==> src/rtl/l1_bus_arbiter.sv <==
// Round-robin arbiter sharing cache_bus_unit between the L1-I and L1-D controllers.
// Optional grant watchdog is enabled by defining L1_ARB_TIMEOUT_EN.
module l1_bus_arbiter #(
    parameter int TIMEOUT_CYCLES = 1024,
    parameter int CNT_W          = 16
) (
    input  logic        clk,
    input  logic        rst_n,

    input  logic        i_wt_req,
    input  logic        i_rd_req,
    input  logic        i_line_req,
    input  logic [3:0]  i_size,
    input  logic [63:0] i_pa,
    input  logic [63:0] i_wt_data,
    output logic [63:0] i_line_data,
    output logic [10:0] i_addr_count,
    output logic        i_line_write,
    output logic        i_entry_write,
    output logic        i_trans_rdy,
    output logic        i_bus_error,

    input  logic        d_wt_req,
    input  logic        d_rd_req,
    input  logic        d_line_req,
    input  logic [3:0]  d_size,
    input  logic [63:0] d_pa,
    input  logic [63:0] d_wt_data,
    output logic [63:0] d_line_data,
    output logic [10:0] d_addr_count,
    output logic        d_line_write,
    output logic        d_entry_write,
    output logic        d_trans_rdy,
    output logic        d_bus_error,

    output logic        bu_wt_req,
    output logic        bu_rd_req,
    output logic        bu_line_req,
    output logic [3:0]  bu_size,
    output logic [63:0] bu_pa,
    output logic [63:0] bu_wt_data,
    input  logic [63:0] bu_line_data,
    input  logic [10:0] bu_addr_count,
    input  logic        bu_line_write,
    input  logic        bu_entry_write,
    input  logic        bu_trans_rdy,
    input  logic        bu_bus_error,

    output logic        grant_i,
    output logic        grant_d,
    output logic        timeout_flag,
    output logic [1:0]  dbg_state_o
);

    localparam logic [1:0] S_IDLE    = 2'd0;
    localparam logic [1:0] S_GRANT_I = 2'd1;
    localparam logic [1:0] S_GRANT_D = 2'd2;
    localparam logic [1:0] S_RELEASE = 2'd3;

    logic [1:0] state_q, state_d;
    logic       last_d_q, last_d_d;
    logic       req_i, req_d;
    logic       gnt_i, gnt_d;
    logic       tmo_fire;
    logic       done;

    // Handshake: a requester raises one of wt/rd/line and holds it with its fields stable
    // until it sees trans_rdy or bus_error; the grant is never revoked before that.
    assign req_i = i_wt_req | i_rd_req | i_line_req;
    assign req_d = d_wt_req | d_rd_req | d_line_req;
    assign gnt_i = (state_q == S_GRANT_I);
    assign gnt_d = (state_q == S_GRANT_D);
    assign done  = (gnt_i | gnt_d) & (bu_trans_rdy | bu_bus_error | tmo_fire);

`ifdef L1_ARB_TIMEOUT_EN
    logic [CNT_W-1:0] cnt_q, cnt_d;

    always_comb begin
        cnt_d = cnt_q;
        if (state_q == S_IDLE) begin
            cnt_d = '0;
        end else if (gnt_i | gnt_d) begin
            cnt_d = cnt_q + 1'b1;
        end
    end

    // A real completion in the same cycle wins over the watchdog.
    assign tmo_fire = (gnt_i | gnt_d) & ~bu_trans_rdy & ~bu_bus_error &
                      (cnt_q == CNT_W'(TIMEOUT_CYCLES - 1));

    always_ff @(posedge clk or negedge rst_n) begin
        if (!rst_n) begin
            cnt_q <= '0;
        end else begin
            cnt_q <= cnt_d;
        end
    end
`else
    logic unused_cfg;
    assign unused_cfg = (TIMEOUT_CYCLES != 0) ^ (CNT_W != 0);
    assign tmo_fire   = 1'b0;
`endif

    always_comb begin
        state_d  = state_q;
        last_d_d = last_d_q;
        case (state_q)
            S_IDLE: begin
                if (req_i && req_d) begin
                    state_d = last_d_q ? S_GRANT_I : S_GRANT_D;
                end else if (req_i) begin
                    state_d = S_GRANT_I;
                end else if (req_d) begin
                    state_d = S_GRANT_D;
                end
            end
            S_GRANT_I: begin
                if (done) begin
                    state_d  = S_RELEASE;
                    last_d_d = 1'b0;
                end
            end
            S_GRANT_D: begin
                if (done) begin
                    state_d  = S_RELEASE;
                    last_d_d = 1'b1;
                end
            end
            default: state_d = S_IDLE;
        endcase
    end

    always_ff @(posedge clk or negedge rst_n) begin
        if (!rst_n) begin
            state_q  <= S_IDLE;
            last_d_q <= 1'b0;
        end else begin
            state_q  <= state_d;
            last_d_q <= last_d_d;
        end
    end

    // Downstream request path: owner's fields only, requests killed on a watchdog hit.
    assign bu_wt_req   = ~tmo_fire & ((gnt_i & i_wt_req)   | (gnt_d & d_wt_req));
    assign bu_rd_req   = ~tmo_fire & ((gnt_i & i_rd_req)   | (gnt_d & d_rd_req));
    assign bu_line_req = ~tmo_fire & ((gnt_i & i_line_req) | (gnt_d & d_line_req));
    assign bu_size     = ({4{gnt_i}} & i_size)     | ({4{gnt_d}} & d_size);
    assign bu_pa       = ({64{gnt_i}} & i_pa)      | ({64{gnt_d}} & d_pa);
    assign bu_wt_data  = ({64{gnt_i}} & i_wt_data) | ({64{gnt_d}} & d_wt_data);

    assign i_line_data   = {64{gnt_i}} & bu_line_data;
    assign i_addr_count  = {11{gnt_i}} & bu_addr_count;
    assign i_line_write  = gnt_i & bu_line_write;
    assign i_entry_write = gnt_i & bu_entry_write;
    assign i_trans_rdy   = gnt_i & bu_trans_rdy;
    assign i_bus_error   = gnt_i & (bu_bus_error | tmo_fire);

    assign d_line_data   = {64{gnt_d}} & bu_line_data;
    assign d_addr_count  = {11{gnt_d}} & bu_addr_count;
    assign d_line_write  = gnt_d & bu_line_write;
    assign d_entry_write = gnt_d & bu_entry_write;
    assign d_trans_rdy   = gnt_d & bu_trans_rdy;
    assign d_bus_error   = gnt_d & (bu_bus_error | tmo_fire);

    assign grant_i      = gnt_i;
    assign grant_d      = gnt_d;
    assign timeout_flag = tmo_fire;
    assign dbg_state_o  = state_q;

endmodule

==> config.mk <==
export PLATFORM = sky130hd
export DESIGN_NAME = l1_bus_arbiter
export DESIGN_NICKNAME = d
export VERILOG_FILES = /design/src/rtl/l1_bus_arbiter.sv
export SDC_FILE = /design/constraint.sdc
export NUM_CORES = 1
export LEC_CHECK = 0
export ABC_AREA = 1
export CAP_MARGIN = 30
export CORE_AREA = 10 10 245 247
export CTS_BUF_LIST = sky130_fd_sc_hd__clkbuf_16
export DETAILED_ROUTE_END_ITERATION = 7
export DIE_AREA = 0 0 255 257
export RECOVER_POWER = 25
export SLEW_MARGIN = 20
export SYNTH_ARGS = -nofsm -noshare
export SYNTH_HDL_FRONTEND = slang
export SYNTH_SLANG_ARGS = --single-unit
==> constraint.sdc <==
create_clock -name clk -period 1.4 [get_ports clk]
set_clock_uncertainty 0.15 [all_clocks]
set_input_delay 0.21 -clock clk [delete_from_list [all_inputs] [get_ports clk]]
set_output_delay 0.21 -clock clk [all_outputs]
set_load 0.01 [all_outputs]
Yosys cells after proc, flatten, opt, wreduce, memory -nomap -nowiden
Cells that the tools add are included.
{ "classes": {"eq_ne": 6, "bitwise": 37, "n_reduce_logical": 6, "mux": 9} }
{ "op_table": {"columns": ["op", "count"], "rows": [
  ["$and 64x64->64", 6],
  ["$or 64x64->64", 2],
  ["$and 11x11->11", 2],
  ["$and 1x1->1", 15],
  ["$mux 2", 5],
  ["$or 1x1->1", 9],
  ["$and 4x4->4", 2],
  ["$ne 2x1->1 const B", 3],
  ["$ne 4x4->1 const B", 1],
  ["$or 4x4->4", 1],
  ["$pmux 2 s2", 1],
  ["$reduce_and 3->1", 1],
  ["$eq 2x1->1 const B", 1],
  ["$eq 2x2->1 const B", 1],
  ["$logic_not 2->1", 1],
  ["$mux 1", 2],
  ["$pmux 1 s2", 1],
  ["$reduce_and 2->1", 1],
  ["$reduce_bool 2->1", 1],
  ["$reduce_or 2->1", 1],
  ["$logic_and 1x1->1", 1]
]} }
{ "totals": {"out_inout_bits": 298, "inputBits": 351, "register_bits": 3} }

Logic depth before layout (Yosys ltp)
{ "depth": {"depth_word": 6, "ltp_mapped": 8, "mapped_depth_nobuf": 8} }

Worst setup path after synthesis
OpenSTA, ideal clock, no wires.
{ "synth_timing": {"path_kind": "reg-to-output", "from": "register state_q[0], in the netlist dbg_state_o[0]", "to": "output port bu_pa[40]", "required_time_ns": 1.040, "arrival_time_ns": 1.399, "stages_incl_launch_ff": 7, "path_buffers": 3, "setup_slack_ns": -0.359, "path_cell_list": "dfrtp_1 inv_1 ha_1 buf_4 buf_6 buf_6 a22o_1"} }
{ "synth_via": {"elab_chain_len": 3} }
{ "synth_lines": {"columns": ["item", "line", "text"], "rows": [
  ["start, declared", "60", "logic [1:0] state_q, state_d;"],
  ["start signal, assigned", "138", "state_q <= state_d;"],
  ["$eq 2x2->1", "72", "assign gnt_d = (state_q == S_GRANT_D);"],
  ["named net grant_d", "50", "output logic grant_d,"],
  ["$and 64x64->64", "148", "assign bu_pa = ({64{gnt_i}} & i_pa) | ({64{gnt_d}} & d_pa);"],
  ["$or 64x64->64", "148", null],
  ["end, declared", "40", "output logic [63:0] bu_pa,"]
]} }
The timed path passes the listed nets, and every way through them passes these cells.

Final worst setup path
{ "layout_timing": {"from": "register state_q[0], in the netlist dbg_state_o[0]", "to": "output port d_line_data[52]"} }
{ "layout_via": {"elab_chain_len": 2} }
{ "layout_lines": {"columns": ["item", "line", "text"], "rows": [
  ["$eq 2x2->1", "72", null],
  ["$and 64x64->64", "158", "assign d_line_data = {64{gnt_d}} & bu_line_data;"],
  ["end, declared", "29", "output logic [63:0] d_line_data,"]
]} }
No other way between the ends.

==> run summary <==
outcome -> complete, but fails checks
failing checks -> negative setup slack
Die Wd -> 255 um
initial antenna violation count -> 48
net switching power -> 0.0109 W
post-synth cell types -> 13
r2r setup slk -> -0.33 ns
share of post-route cells with drive strength above 1 -> 53.5%
P_leak -> 6.98 nW
final net count -> 1,697
total grt overflow -> 0
PD cells -> 1920 nW/um^2
CP Launch Type -> flip-flop
Avg Inst Size Synth -> 5.50 sq um
min Tclk post-route -> 2.18 ns
Peak VDD IR -> 888 uV
end point of the critical path -> d_line_data[52]
drt pass-1 iters -> 5
max-slew violations -> 0
Critical Path AT -> 1.82 ns
number of global-route vias before repair -> 7,412
clock latency on the worst-skew pair -> 0.23 ns
Worst Hold Class -> in -> async
Setup WS post-layout -> -0.782 ns
fmax -> 458 MHz
Die H -> 257 um
Pwr Total -> 0.0255 W
final setup fails -> 300
I/O Buffers -> 647
reg2reg start -> dbg_state_o[0]
dpl hpwl -> 42,400 um
RSZ-0062 raised after global routing -> true
Std-Cell Rows -> 86
Post-Route WL -> 52,300 um
Int Pwr -> 0.0146 W
Worst Setup End Kind -> output pin
first-pass GRT wire length -> 62,300 um
DR WL/cell -> 25.4 um
clock sink total -> 3
Worst R2R End -> last_d_q
routed vias/inst -> 3.59
switching portion of total power -> 42.8%
CTS max path bufs -> 2
cell area after synthesis -> 3000 sq um
DRC violations left -> 0
Vias -> 7,391
Combinational Power Share -> 97.5%
largest net degree at the start of global routing -> 20
total CTS buffers -> 3
full die area -> 65,500 sq um
syn_nets -> 901
sequential-to-total area share from yosys stat -> 2.50%
antenna viol nets, final -> 0
Hold Violations, Final -> 0
Data required, critical path -> 1.04 ns
worst hold slack -> 0.112 ns
Placer Congestion -> 1.03
initial core utilization -> 5.47%
Synth Register Bits -> 3
P&R area growth vs syn -> 343%
TritonCTS clock tree -> built
H-tree depth -> 1
Flop pwr share -> 0.8%
crit share post-route -> 156%
max_cap viols -> 0
setup_tns -> -177.26 ns
Clk pwr share -> 1.8%
Syn Inst Count -> 546
Clock Tree Root -> clkbuf_16
worst reg2reg path depth -> 11
Core Area -> 54,900 sq um
Ports -> 649
WS Path Type -> reg -> out
Worst Setup SP -> dbg_state_o[0]
clk slew on worst S/H paths -> 0.03 ns
GRT Overall Usage -> 13.7%
number of warnings issued by yosys -> 0
1st-iter DRT viols -> 315
critical-path maximum fanout -> 7
-- placed cells by master (no fill, tap or decap), types with 2 or more instances in the layout --
| master | count |
|---|---|
| a22o_1 | 130 |
| a22o_4 | 2 |
| buf_12 | 42 |
| buf_16 | 9 |
| buf_2 | 92 |
| buf_4 | 46 |
| buf_6 | 222 |
| buf_8 | 32 |
| clkbuf_16 | 20 |
| clkbuf_2 | 15 |
| clkdlybuf4s15_2 | 11 |
| clkdlybuf4s50_1 | 351 |
| dfrtp_2 | 2 |
| diode_2 | 12 |
| dlygate4sd2_1 | 2 |
| ha_1 | 2 |
| ha_4 | 2 |
| inv_1 | 62 |
| inv_2 | 99 |
| inv_4 | 6 |
| nand2_1 | 66 |
| nand2_2 | 61 |
| nand2_4 | 51 |
| nand3_1 | 2 |
| nor2_1 | 4 |
-- per-stage QoR --
step | instances | util [%] | setup WS (ns) | instance area [sq um]
2_1_floorplan | 546 | - | -0.230 | 3120
3_3_place_gp | 1908 | 19.6 | -0.818 | 10700
3_5_place_dp | 1908 | 19.6 | -0.838 | 10700
4_1_cts | 1971 | 21.0 | -0.914 | 11500
5_1_grt | 2055 | 24.2 | -0.836 | 13300
6_report | 2057 | 24.2 | -0.782 | 13300
-- kinds of logic (layout without fill, tap and decap cells) --
family | Yosys count | in the layout | synth area share, %
buf+inv | 216 | 1011 | 33.2
compound gates | 136 | 136 | 39.2
fa+ha+maj | 4 | 4 | 1.67
flops | 3 | 3 | 2.50
other cells | 1 | 13 | 0.125
simple gates | 186 | 186 | 23.4
-- worst max-delay path, stage by stage, from the launching register on --
cell	delay (ns)
dfrtp_2	0.39
inv_2	0.07
ha_4	0.18
buf_12	0.15
buf_8	0.13
buf_12	0.12
buf_6	0.11
buf_6	0.12
buf_6	0.10
nand2_2	0.06
inv_2	0.05
buf_6	0.11
-- registers in the layout, indices dropped and copies added (netlist names) --
name / count
last_d_q: 1
dbg_state_o: 2
-- synth_stat cells, drive strengths merged --
cell type	number	area (sq um)
nand3	3	15.0
inv	167	627
o21ai	4	20.0
nand2	179	672
buf	49	370
nor2	4	15.0
ha	4	50.1
a22o	132	1160
dfrtp	3	75.1
conb	1	3.75
-- how the worst min path moves through the flow --
stage               startpoint        endpoint  slack [ns]  depth (start not counted)
global route             rst_n        last_d_q        0.13                          1
detailed placement       rst_n        last_d_q        0.28                          1
floorplan                rst_n  dbg_state_o[0]       -0.24                          0
finish                   rst_n        last_d_q        0.11                          1
global placement         rst_n        last_d_q        0.27                          1
CTS                      rst_n        last_d_q        0.05                          1
-- power by group through the flow --
| stage | logic (W) | clock network (W) | registers, W |
|---|---|---|---|
| global route | 0.0263 | 0.000470 | 0.000201 |
| global placement | 0.0171 | 0 | 0.000196 |
| finish | 0.0248 | 0.000455 | 0.000193 |
| detailed placement | 0.0172 | 0 | 0.000201 |
| floorplan | 0.00715 | 0 | 0.000213 |
| CTS | 0.0194 | 0.000462 | 0.000193 |
-- timing repair --
item / CTS / global route
buffers inserted: 49 / 70
hold buffers: 0 / 0
endpoints found under the hold margin: 0 / 0
cloned: 10 / 20
endpoints found under the setup margin: 300 / 300
gates resized for setup: 971 / 730
pin swaps: 35 / 56
-- area by class of cell --
type                            instances  area [sq um]
Antenna cell                           12          30.0
Clock buffer                            3          75.1
Clock inverter                          1          3.75
Fill cell                            5916         41600
Inverter                              167           647
Multi-Input combinational cell        327          2550
Sequential cell                         3          77.6
Tap cell                              704           881
Timing Repair Buffer                  840          9040
-- layer usage --
layer	global-route usage, %	routed length [um]
met5	0	92
met1	13.9	18200
met4	5.64	1970
met2	23.5	25100
met3	6.91	6980
Power figures use the tool's default switching activity.
